--- src/rtl/uart_top.sv ---
// UART command accumulator: receives 8N1 bytes, runs ADD/CLR/MAC/RET on a 32-bit ACC.
// Ports: iClk, iRst (sync, active-high), iRx (serial in), oTx (serial out).
module uart_top #(
  parameter int CLK_FREQ  = 100_000_000,
  parameter int BAUD_RATE = 115200
) (
  input  logic iClk,
  input  logic iRst,
  input  logic iRx,
  output logic oTx
);

  localparam int CPB_RAW = CLK_FREQ / BAUD_RATE;
  localparam int CPB     = (CPB_RAW < 2) ? 2 : CPB_RAW;
  localparam int CW      = $clog2(CPB + 1);
  localparam logic [CW-1:0] LP_LAST = CW'(CPB - 1);
  localparam logic [CW-1:0] LP_MID  = CW'((CPB - 1) / 2);

  localparam logic [1:0] RX_IDLE  = 2'd0;
  localparam logic [1:0] RX_START = 2'd1;
  localparam logic [1:0] RX_DATA  = 2'd2;
  localparam logic [1:0] RX_STOP  = 2'd3;

  localparam logic [2:0] S_IDLE   = 3'd0;
  localparam logic [2:0] S_GET_OP = 3'd1;
  localparam logic [2:0] S_GET_A  = 3'd2;
  localparam logic [2:0] S_GET_B  = 3'd3;
  localparam logic [2:0] S_EXEC   = 3'd4;
  localparam logic [2:0] S_SEND   = 3'd5;

  localparam logic [7:0] OP_ADD = 8'h00;
  localparam logic [7:0] OP_CLR = 8'h01;
  localparam logic [7:0] OP_MAC = 8'h02;
  localparam logic [7:0] OP_RET = 8'h03;

  // Receiver
  logic          r_rx_s1, r_rx_s2, r_rx_prev;
  logic [1:0]    r_rx_state;
  logic [CW-1:0] r_rx_cnt;
  logic [2:0]    r_rx_bit;
  logic [7:0]    r_rx_shift;
  logic          r_rx_valid;

  always_ff @(posedge iClk) begin
    if (iRst) begin
      r_rx_s1    <= 1'b1;
      r_rx_s2    <= 1'b1;
      r_rx_prev  <= 1'b1;
      r_rx_state <= RX_IDLE;
      r_rx_cnt   <= '0;
      r_rx_bit   <= '0;
      r_rx_shift <= '0;
      r_rx_valid <= 1'b0;
    end else begin
      r_rx_s1    <= iRx;
      r_rx_s2    <= r_rx_s1;
      r_rx_prev  <= r_rx_s2;
      r_rx_valid <= 1'b0;
      case (r_rx_state)
        RX_IDLE: begin
          r_rx_cnt <= '0;
          if (r_rx_prev && !r_rx_s2) r_rx_state <= RX_START;
        end
        RX_START: begin
          if (r_rx_cnt == LP_MID) begin
            r_rx_cnt   <= '0;
            r_rx_bit   <= '0;
            // A line already back high at mid-start is a glitch
            r_rx_state <= r_rx_s2 ? RX_IDLE : RX_DATA;
          end else begin
            r_rx_cnt <= r_rx_cnt + 1'b1;
          end
        end
        RX_DATA: begin
          if (r_rx_cnt == LP_LAST) begin
            r_rx_cnt   <= '0;
            r_rx_shift <= {r_rx_s2, r_rx_shift[7:1]};
            r_rx_bit   <= r_rx_bit + 1'b1;
            if (r_rx_bit == 3'd7) r_rx_state <= RX_STOP;
          end else begin
            r_rx_cnt <= r_rx_cnt + 1'b1;
          end
        end
        default: begin
          if (r_rx_cnt == LP_LAST) begin
            r_rx_cnt   <= '0;
            r_rx_state <= RX_IDLE;
            r_rx_valid <= r_rx_s2;
          end else begin
            r_rx_cnt <= r_rx_cnt + 1'b1;
          end
        end
      endcase
    end
  end

  // Transmitter
  logic          r_tx;
  logic          r_tx_busy;
  logic          r_tx_done;
  logic [CW-1:0] r_tx_cnt;
  logic [3:0]    r_tx_bit;
  logic [8:0]    r_tx_shift;
  logic          r_tx_start;
  logic [7:0]    w_tx_byte;

  always_ff @(posedge iClk) begin
    if (iRst) begin
      r_tx       <= 1'b1;
      r_tx_busy  <= 1'b0;
      r_tx_done  <= 1'b0;
      r_tx_cnt   <= '0;
      r_tx_bit   <= '0;
      r_tx_shift <= '1;
    end else begin
      r_tx_done <= 1'b0;
      if (!r_tx_busy) begin
        if (r_tx_start) begin
          r_tx_busy  <= 1'b1;
          r_tx       <= 1'b0;
          r_tx_cnt   <= '0;
          r_tx_bit   <= '0;
          r_tx_shift <= {1'b1, w_tx_byte};
        end
      end else if (r_tx_cnt == LP_LAST) begin
        r_tx_cnt <= '0;
        if (r_tx_bit == 4'd9) begin
          r_tx_busy <= 1'b0;
          r_tx_done <= 1'b1;
        end else begin
          // Shift register ends in the stop bit, back-filled with idle ones
          r_tx       <= r_tx_shift[0];
          r_tx_shift <= {1'b1, r_tx_shift[8:1]};
          r_tx_bit   <= r_tx_bit + 1'b1;
        end
      end else begin
        r_tx_cnt <= r_tx_cnt + 1'b1;
      end
    end
  end

  assign oTx = r_tx;

  // Command FSM
  logic [2:0]  r_state;
  logic [7:0]  r_op;
  logic [31:0] r_acc, r_a, r_b;
  logic [1:0]  r_byte_cnt;
  logic [1:0]  w_last;
  logic [31:0] w_prod;

  assign w_last    = (r_op == OP_MAC) ? 2'd1 : 2'd3;
  assign w_prod    = {16'b0, r_a[15:0]} * {16'b0, r_b[15:0]};
  assign w_tx_byte = r_acc[{~r_byte_cnt, 3'b000} +: 8];

  always_ff @(posedge iClk) begin
    if (iRst) begin
      r_state    <= S_IDLE;
      r_op       <= '0;
      r_acc      <= '0;
      r_a        <= '0;
      r_b        <= '0;
      r_byte_cnt <= '0;
      r_tx_start <= 1'b0;
    end else begin
      r_tx_start <= 1'b0;
      case (r_state)
        S_IDLE: begin
          if (r_rx_valid) begin
            r_op    <= r_rx_shift;
            r_state <= S_GET_OP;
          end
        end
        S_GET_OP: begin
          r_a        <= '0;
          r_b        <= '0;
          r_byte_cnt <= '0;
          case (r_op)
            OP_ADD, OP_MAC: r_state <= S_GET_A;
            OP_CLR:         r_state <= S_EXEC;
            OP_RET: begin
              r_tx_start <= 1'b1;
              r_state    <= S_SEND;
            end
            default:        r_state <= S_IDLE;
          endcase
        end
        S_GET_A: begin
          if (r_rx_valid) begin
            r_a        <= {r_a[23:0], r_rx_shift};
            r_byte_cnt <= r_byte_cnt + 1'b1;
            if (r_byte_cnt == w_last) begin
              r_byte_cnt <= '0;
              r_state    <= S_GET_B;
            end
          end
        end
        S_GET_B: begin
          if (r_rx_valid) begin
            r_b        <= {r_b[23:0], r_rx_shift};
            r_byte_cnt <= r_byte_cnt + 1'b1;
            if (r_byte_cnt == w_last) begin
              r_byte_cnt <= '0;
              r_state    <= S_EXEC;
            end
          end
        end
        S_EXEC: begin
          case (r_op)
            OP_ADD:  r_acc <= r_a + r_b;
            OP_MAC:  r_acc <= r_acc + w_prod;
            default: r_acc <= '0;
          endcase
          r_state <= S_IDLE;
        end
        default: begin
          if (r_tx_done) begin
            if (r_byte_cnt == 2'd3) begin
              r_byte_cnt <= '0;
              r_state    <= S_IDLE;
            end else begin
              r_byte_cnt <= r_byte_cnt + 1'b1;
              r_tx_start <= 1'b1;
            end
          end
        end
      endcase
    end
  end

endmodule

--- config.mk ---
export PLATFORM = sky130hd
export DESIGN_NAME = uart_top
export DESIGN_NICKNAME = d
export VERILOG_FILES = /design/src/rtl/uart_top.sv
export SDC_FILE = /design/constraint.sdc
export NUM_CORES = 1
export LEC_CHECK = 0
export CORE_UTILIZATION = 35
export DETAILED_ROUTE_END_ITERATION = 7
export GPL_TIMING_DRIVEN = 0
export HOLD_SLACK_MARGIN = 0.02
export PLACE_DENSITY = 0.47
export REMOVE_ABC_BUFFERS = 1
export SLEW_MARGIN = 0
export SYNTH_ARGS = -nofsm -noshare
export SYNTH_HDL_FRONTEND = slang
export SYNTH_SLANG_ARGS = --single-unit
--- constraint.sdc ---
create_clock -name iClk -period 13.6 [get_ports iClk]
set_clock_uncertainty 0.05 [all_clocks]
set_input_delay 2.72 -clock iClk [delete_from_list [all_inputs] [get_ports iClk]]
set_output_delay 2.72 -clock iClk [all_outputs]
set_load 0.02 [all_outputs]
==> flow_summary.toml <==
[logic_synthesis]
synthArstFlopShare = 0
netlist_instances = 2154
syn_area_mm2 = 0.0180
synthMuxAreaShare = 0.0257
synth_top_family_by_area = "adder cells"
synth_adder_area_share = 0.347
yosys_warnings = 0
ys_types = 83
ys_seq_area_frac = 0.180
synth_compound_area_frac = 0.136
synth-simple-area-share = 0.185
avgSynthCellArea_um2 = 8.37
synth_edf_count = 0
ys_ff_latch = 162
synth_top_flop_cell = "dfxtp_1"
synth-xor-area-share = 0.0277

[finish]
multi_input_area_mm2 = 0.0130
seq_area_mm2 = 0.00324
fillCellCount = 5203
drive_gt1_frac = 0.0465
final_nets = 2441
area.growth.synth_to_final_pct = 6.39
final_area_mm2 = 0.0192

[setup_path]
critPathCapture = "r_acc[31]$_SDFFE_PP0P_"
reg2regPathDepth = 22
cp-startpoint = "r_b[7]$_SDFFE_PP0P_"
startpoint_type = "flip-flop"
end_kind = "flip-flop"
rr_startpoint = "r_b[7]$_SDFFE_PP0P_"
cp.arrival_ps = 7870
crit_path_max_fanout = 18
crit_required_ps = 13880
crit_type = "reg -> reg"
r2r-end = "r_acc[31]$_SDFFE_PP0P_"
reg2reg_setup_slack_ps = 6010

[timing]
final-setup-viol-count = 0
hold_viol = 0
drv_slew = 0
fmax_mhz = 132
maxSlewHeadroom = 0.0214
layout_min_cycle_time_ps = 7590
post-route-period-util = 0.558
grt_setup_unrepaired = "false"
worst_slack_ps = 6010
setup_tns_ps = 0
worst_pin_slew_ps = 1470

[floorplan]
rows = 82
num_io_pins = 4
dieHeight_um = 229
die_x_um = 229
core-area_mm2 = 0.0505
die_area_mm2 = 0.0524
start_util = 0.357

[placed_design]
post-place-ws_ps = 6080
dpl_cell_area_mm2 = 0.0186
place.gp.congestion = 0.892
dp_hpwl_um = 38900
portBuffers = 3

[clock_tree]
cts_setup_buffers = 0
clk_pin_slew_ps = 80
cts_buffers = 17
clk_latency_ps = 450
cts_tree = "yes"
htreeDepth = 4
cts_max_path_buffers = 2
postCtsHoldBufs = 0
cts_resized = 0
cts_sinks = 162
ctsRootBufferMaster = "clkbuf_16"

[routing]
first_pass_iters = 5
final_antenna_net_count = 0
first_iter_violations = 919
drt-total-wl_um = 53200
drc = 0
vias_per_cell = 5.20
wl_per_cell_um = 19.3
num_vias = 14400

[global_route]
grt_pass1_vias = 14300
grt_pass1_wl_um = 84500
grt_max_degree = 101
grtUsageTotal = 0.208
antenna_found_initial = 1
grt.overflow.total = 0

[job]
maxCapViolCount = 0

[pwr]
p_leak_nw = 8.68
ir_worst_vdd_v = 0.0000788
cellPowerDensity_mw_per_mm2 = 53.4

[outcome]
outcome = "finished clean"

[hold_path]
min_path_type = "reg -> reg"
-- worst min path at each step --
stage | from | to | slack [ps] | cells after the start
after floorplan | r_rx_s1$_SDFF_PP1_ | r_rx_s2$_SDFF_PP1_ | 340 | 1
after global placement | r_rx_s1$_SDFF_PP1_ | r_rx_s2$_SDFF_PP1_ | 350 | 1
after detailed placement | r_rx_s1$_SDFF_PP1_ | r_rx_s2$_SDFF_PP1_ | 350 | 1
after CTS | r_rx_s1$_SDFF_PP1_ | r_rx_s2$_SDFF_PP1_ | 370 | 1
after global routing | r_rx_s1$_SDFF_PP1_ | r_rx_s2$_SDFF_PP1_ | 390 | 1
final | r_rx_s1$_SDFF_PP1_ | r_rx_s2$_SDFF_PP1_ | 370 | 1
-- layer usage --
metal  global-route usage  vias up  wire length, um
met5                    0        -                0
met2                0.345      290            24900
li1                     -     6802                -
met4               0.0373        0              750
met1                0.292     7221            25300
met3               0.0228       37             2180
-- power breakdown --
part           internal [mW]  switching (mW)
clock                  0.265           0.238
combinational         0.0109          0.0286
sequential             0.476         0.00544
-- kinds of logic after synthesis --
| group | after synthesis |
|---|---|
| AOI/OAI and AO/OA | 363 |
| xor gates and xnor gates | 57 |
| adders and majority gates | 364 |
| buffers and inverters | 470 |
| DFF | 162 |
| muxes | 36 |
| and+or+nand+nor | 702 |
-- area by class of cell --
| cell class | instances | area share |
|---|---|---|
| Timing Repair Buffer | 6 | 0.00463 |
| Inverter | 365 | 0.0715 |
| Sequential cell | 162 | 0.169 |
| Tap cell | 672 | 0.0438 |
| Multi-Input combinational cell | 1522 | 0.679 |
| Clock inverter | 15 | 0.00985 |
| Clock buffer | 17 | 0.0222 |
| Antenna cell | 1 | 0.000131 |
-- stage by stage --
stage	utilization	hold slack [ps]	instances	power (mW)
floorplan	-	339	2049	0.512
global placement	0.366	351	2724	0.530
detailed placement	0.368	345	2727	0.532
CTS	0.380	365	2759	1.03
global route	0.380	389	2760	1.06
finish	0.380	365	2760	1.02
-- worst max-delay path, cell delays in order (launching register included) --
cell and delay, ps:
dfxtp_1 1300, ha_1 450, inv_1 150, fa_1 550, inv_1 50, fa_1 500
inv_1 60, fa_1 520, inv_1 50, fa_1 470, fa_1 510, inv_1 50
fa_1 470, inv_1 50, ha_1 370, nand2_1 150, nor2_1 130, o2111ai_1 270
a21oi_1 300, nor2b_2 100, o21ai_0 540, o22ai_1 130, a31o_1 210
-- cell usage after synthesis (4+ instances only) --
cell type,instances,area (um^2)
a211oi_1,11,82.6
a211oi_2,8,100
a21o_1,29,218
a21oi_1,117,586
a21oi_2,4,35.0
a221oi_1,5,43.8
a22oi_1,44,330
a311oi_1,4,35.0
a31oi_1,9,56.3
and2_1,112,701
and3_1,10,62.6
and4_1,4,35.0
buf_2,8,40.0
clkbuf_1,93,349
dfxtp_1,162,3240
fa_1,226,4520
ha_1,138,1730
inv_1,364,1370
mux2i_1,26,260
mux4_2,8,180
nand2_1,263,987
nand2b_1,12,75.1
nand3_1,63,315
nand3b_1,5,37.5
nand4_1,18,113
nor2_1,151,567
nor2b_1,9,56.3
nor3_1,20,100
o211ai_1,10,75.1
o21a_1,9,67.6
o21ai_0,41,205
o21ai_1,16,80.1
o21bai_1,5,37.5
o221ai_1,4,35.0
o31ai_1,4,30.0
or2_2,6,37.5
or3_1,7,43.8
xnor2_1,33,289
xor2_1,24,210
-- registers in the layout (all words and copies together) (netlist names), 2 cells and up --
name / count
r_state: 3
r_rx_cnt: 10
r_tx_cnt: 10
r_tx_bit: 4
r_b: 32
r_a: 32
r_rx_state: 2
r_rx_shift: 8
r_acc: 32
r_byte_cnt: 2
r_rx_bit: 3
r_op: 8
r_tx_shift: 8
-- cells in the final DEF (no fill, tap or decap), types with 26 or more instances in the layout --
cell type,n
a21o_1,29
fa_1,226
nand2_1,263
nor2_1,149
xnor2_1,33
inv_1,364
and2_1,112
ha_1,138
a21oi_1,117
mux2i_1,26
o21ai_0,41
a22oi_1,44
dfxtp_1,161
nand3_1,63
Power figures use the tool's default switching activity.
==> variant 1 (same flow settings) <==
Put one more register stage on the output `oTx`, without a reset. The value now appears one clock later.
--- a/src/rtl/uart_top.sv
+++ b/src/rtl/uart_top.sv
@@ -140,5 +140,7 @@
   end
 
-  assign oTx = r_tx;
+  always_ff @(posedge iClk) begin
+    oTx <= r_tx;
+  end
 
   // Command FSM
Check against the original RTL: not equivalent (a bounded check fails within 4 cycles, from zero or initial values and one cycle with iRst high).
==> variant 1 against the unedited design <==
Design area rose by 0.16%; setup slack worse by 0.072 ns; core utilization grew 0.060 points; global-route usage grew 0.11 points; total power increased by 1.8%; sequential power is 0.8% higher; sequential cell count up 1; combinational power is 3% higher; synthesized cell count about the same; area after synthesis increased by 0.11%; wire length is essentially flat; sequential share of layout area up 0.084 points; clock power up 3%; highest routed layer unchanged.
==> variant 1: results (changes against the unedited design) <==
status:
  status: "finished, final reports clean"  # unchanged
clocking:
  cts_resized: 0  # unchanged
  clk_pin_slew_ns: 0.07
  htreeDepth: 4  # unchanged
  clockRootBuffer: "clkbuf_16"  # unchanged
  clkLatencyLatePin_ns: 0.43  # was 0.45 ns
  cts_buffers: 17  # unchanged
  clk_path_buf_depth: 2  # unchanged
  cts_setup_buffers: 0  # unchanged
route:
  firstDrtPassIters: 6  # was 5
  wire_per_inst_um: 19.3  # about the same
  drt_iter0_drc: 964  # was 919
  routed_via_density: 5.19  # was 5.20
  routed_wl_um: 53200  # about the same
min_path:
  whs_path_depth: 0  # was 1
  hold_path.startpoint: "r_tx"  # was r_rx_s1
  hold_end: "oTx"  # was r_rx_s2
  hp-class: "flip-flop to flip-flop"  # unchanged
worst_setup_path:
  crit_start: "r_b[7]"  # unchanged
  worstPathMaxFanout: 18  # unchanged
  worst-r2r-cell-count: 22  # unchanged
  worst-setup-path-type: "flip-flop to flip-flop"  # unchanged
  timing.rr.end: "r_acc[30]"  # was r_acc[31]
  rrSetupSlack_ns: 5.94  # was 6.01 ns
yosys:
  netlist_top_cells_area: "fa_1, dfxtp_1, ha_1"  # unchanged
  async_flop_share_pct: 0  # unchanged
  synth.avg_cell_area_um2: 8.37  # about the same
  synthDistinctLibCells: 83  # unchanged
  ys_seq_area_share_pct: 18.1  # was 18.0%
  synth.top_cells.by_count: "inv_1, nand2_1, fa_1"  # unchanged
  ys_warn_count: 0  # unchanged
  dominantRegCellSynth: "dfxtp_1"  # unchanged
grt:
  grt_max_degree: 90  # was 101
  grt_first_pass_wirelength_um: 84700  # was 84,500 um
  antenna_found_initial: 0  # was 1
  grt_usage_pct: 20.9  # was 20.8%
  first_global_vias: 14700  # was 14,300
cells_and_area:
  nets: 2441  # unchanged
  reg.largest.list: "r_a (32), r_acc (32), r_b (32)"  # unchanged
  fill_cells: 5291  # was 5,203
  drive_gt1_share_pct: 4.60  # was 4.65%
  diodes: 0  # was 1
power:
  ir_drop_uv: 54.5  # was 78.8 uV
  p_leak_nw: 8.70  # was 8.68 nW
placement:
  numPortBuffers: 3  # unchanged
  gp_congestion: 0.894  # was 0.892
  dp_hpwl_um: 38700  # was 38,900 um
  place_inst: 2727  # unchanged
sta:
  maxSlewHeadroom_pct: 1.18  # was 2.14%
  slew_violations: 0  # unchanged
[variant 1: cell count changes in the layout (fill, tap and decap cells not counted), moves of 2 or more]
cell / change
clkbuf_8: +2
inv_8: -3
clkinv_8: -3
nor2_4: +2
buf_8: -2
nor2_2: -2
clkinv_2: +2
bufinv_16: +2
[variant 1: per-stage QoR]
step                      hold slack (ns)  area (um^2)  setup WS [ns]
after floorplan                     0.273        17600           7.65
after global placement              0.285        18500           4.52
after detailed placement            0.288        18600           6.04
after CTS                           0.303        19200           6.00
after global routing                0.319        19200           5.65
final                               0.301        19200           5.94
[variant 1: kinds of logic (layout without fill, tap and decap cells)]
family                     Yosys count  count (layout)  synth area share [%]
DFF                                163             163                  18.1
adders and majority gates          364             364                  34.6
muxes                               36              36                  2.57
buffers and inverters              470             402                  9.88
and+or+nand+nor                    702             702                  18.4
AOI/OAI and AO/OA                  363             363                  13.6
xor gates and xnor gates            57              57                  2.77
[variant 1: power by group]
group	switching (mW)	total (mW)	internal, mW
sequential	0.00578	0.485	0.479
combinational	0.0294	0.0408	0.0114
clock	0.213	0.517	0.303
[variant 1: worst max-delay path by stage]
stage,endpoint,slack [ns],cells after the start
after floorplan,r_acc[30],7.65,22
after global placement,r_acc[22],4.52,4
after detailed placement,r_acc[30],6.04,22
after CTS,r_acc[30],6.00,22
after global routing,r_acc[30],5.65,22
final,r_acc[30],5.94,22
[variant 1: layout make-up]
cell class,count,area (um^2),area share [%]
flip-flops and latches,163,3270,17.0
inverters,365,1370,7.13
well taps,672,841,4.38
clock inverters,12,169,0.880
clock buffers,20,457,2.38
multi-input cells,1522,13000,67.8
repair buffers,5,78.8,0.410
[variant 1: layer usage]
metal  up-vias  global-route usage (%)  share of wire (%)
li1       6799                       -                  -
met1      7189                    28.8                 48
met2       263                    34.0                 46
met3        68                    2.56                3.4
met4         0                    6.42                2.7
met5         -                       0                  0
[variant 1: worst max-delay path, stage by stage, from the launching register on]
cell and delay (ns):
dfxtp_1 1.31, ha_1 0.44, inv_1 0.16, fa_1 0.55, inv_1 0.05, fa_1 0.49, inv_1 0.05, fa_1 0.54
inv_1 0.05, fa_1 0.38, fa_1 0.53, inv_1 0.06, fa_1 0.48, inv_1 0.04, ha_1 0.36, a21o_1 0.23
a31oi_1 0.22, a2bb2oi_1 0.31, nand4_1 0.26, a311oi_2 0.33, xnor2_1 0.22, a21oi_1 0.15, a311oi_1 0.31
==> variant 2 (config.mk and constraints unchanged) <==
Made on the original files. The parameter `CLK_FREQ` goes from 100_000_000 to 25_000_000.
--- a/src/rtl/uart_top.sv
+++ b/src/rtl/uart_top.sv
@@ -2,5 +2,5 @@
 // Ports: iClk, iRst (sync, active-high), iRx (serial in), oTx (serial out).
 module uart_top #(
-  parameter int CLK_FREQ  = 100_000_000,
+  parameter int CLK_FREQ  = 25_000_000,
   parameter int BAUD_RATE = 115200
 ) (
Behaviour: no difference found for any inputs over 10 cycles, from zero or initial values and one cycle with iRst high; that may be too few to reach the edited logic, so the function may still have changed.
==> variant 2 against the unedited design <==
Setup slack got worse by 0.041 ns; count of clock-buffer cells in the layout increased by 2; fmax decreased by 0.53%; wire length increased by 1.4%; critical path depth unchanged; sequential share of layout area decreased by 0.23 points; first-iteration DRC count increased by 0.65%; area after synthesis decreased by 1.3%; design area decreased by 1.1%; total power decreased by 3.5%; sequential cell count decreased by 4.
==> variant 2: results (changes against the unedited design) <==
cells_and_area:
  n_all_buffers: 7  # was 6
  drive_gt1_share_pct: 3.48  # was 4.65%
  fin_util_pct: 37.8  # was 38.0%
  buffer_area_share_pct: 0.620  # was 0.463%
  clkCellAreaFrac_pct: 2.98  # was 3.20%
  fill_cells: 5185  # was 5,203
  multi_input_cells: 1504  # was 1,522
  clkbuf_count: 19  # was 17
  nonClockInverterCount: 369  # was 365
  multi_input_area_share_pct: 68.0  # was 67.9%
  final-seq-area_mm2: 0.00316  # was 0.00324 mm^2
  nets: 2425  # was 2,441
route:
  routed_via_density: 5.19  # was 5.20
  wire_per_inst_um: 19.7  # was 19.3 um
  drt_iter0_drc: 925  # was 919
  vias: 14200  # was 14,400
grt:
  grt_max_degree: 103  # was 101
  grt_usage_pct: 21.9  # was 20.8%
  antenna_found_initial: 2  # was 1
  grt_first_pass_wirelength_um: 85000  # was 84,500 um
placement:
  dp_hpwl_um: 39400  # was 38,900 um
  place_area_mm2: 0.0184  # was 0.0186 mm^2
  place_inst: 2710  # was 2,727
  dp_slack_ns: 5.97  # was 6.08 ns
  gp_congestion: 0.893  # was 0.892
power:
  power_frac_seq_pct: 47.6  # was 47.0%
  p_leak_nw: 8.56  # was 8.68 nW
  p_sw_uw: 255  # was 272 uW
  comb_cell_power_uw: 42.3  # was 39.6 uW
  ir_drop_uv: 92.5  # was 78.8 uV
  p_per_area_mw_per_mm2: 52.1  # was 53.4 mW/mm^2
clocking:
  clkSinkCount: 158  # was 162
  cts_setup_buffers: 0  # unchanged
yosys:
  synth.top_cells.by_count: "inv_1, nand2_1, fa_1"  # unchanged
  netlist_top_cells_area: "fa_1, dfxtp_1, ha_1"  # unchanged
  ys_seq_area_share_pct: 17.8  # was 18.0%
  synthDistinctLibCells: 73  # was 83
  synth_mux_area_share_pct: 2.49  # was 2.57%
  ys_warn_count: 0  # unchanged
  synth.avg_cell_area_um2: 8.34  # was 8.37 um^2
  synth-xor-area-share_pct: 2.26  # was 2.77%
  synth_compound_area_share_pct: 13.7  # was 13.6%
  synth-adder-area-share_pct: 35.2  # was 34.7%
worst_setup_path:
  cpPeakStageDelay_ns: 1.09  # was 1.30 ns
  cp.arrival_ns: 7.91  # was 7.87 ns
sta:
  fin_crit_ns: 7.63  # was 7.59 ns
  maxSlewHeadroom_pct: 14.6  # was 2.14%
min_path:
  whs_path_depth: 1  # unchanged
status:
  status: "finished, final reports clean"  # unchanged
floorplan:
  dieWidth_um: 227  # was 229 um
variant 2: worst max-delay path, delay by kind of cell, from the launching register on:
kind	cells	cell delay [ns]
AO/OA/AOI/OAI	7	1.97
buffers and inverters	6	0.42
flip-flops	1	1.09
adder cells (fa/ha/maj)	8	3.78
multiplexers	1	0.17
variant 2: routing by layer:
metal	global-route usage [%]	up-vias	wire (um)
met3	2.27	58	1890
met4	6.65	0	1540
met1	30.2	7146	25700
met5	0	-	0
li1	-	6767	-
met2	36.2	268	24900
variant 2: worst paths after layout:
check | start | to | slack (ns)
hold reg to reg | r_rx_s1 | r_rx_s2 | 0.37
hold / removal | r_rx_s1 | r_rx_s2 | 0.37
setup / recovery | r_a[7] | r_acc[29] | 5.97
setup reg to reg | r_a[7] | r_acc[29] | 5.97
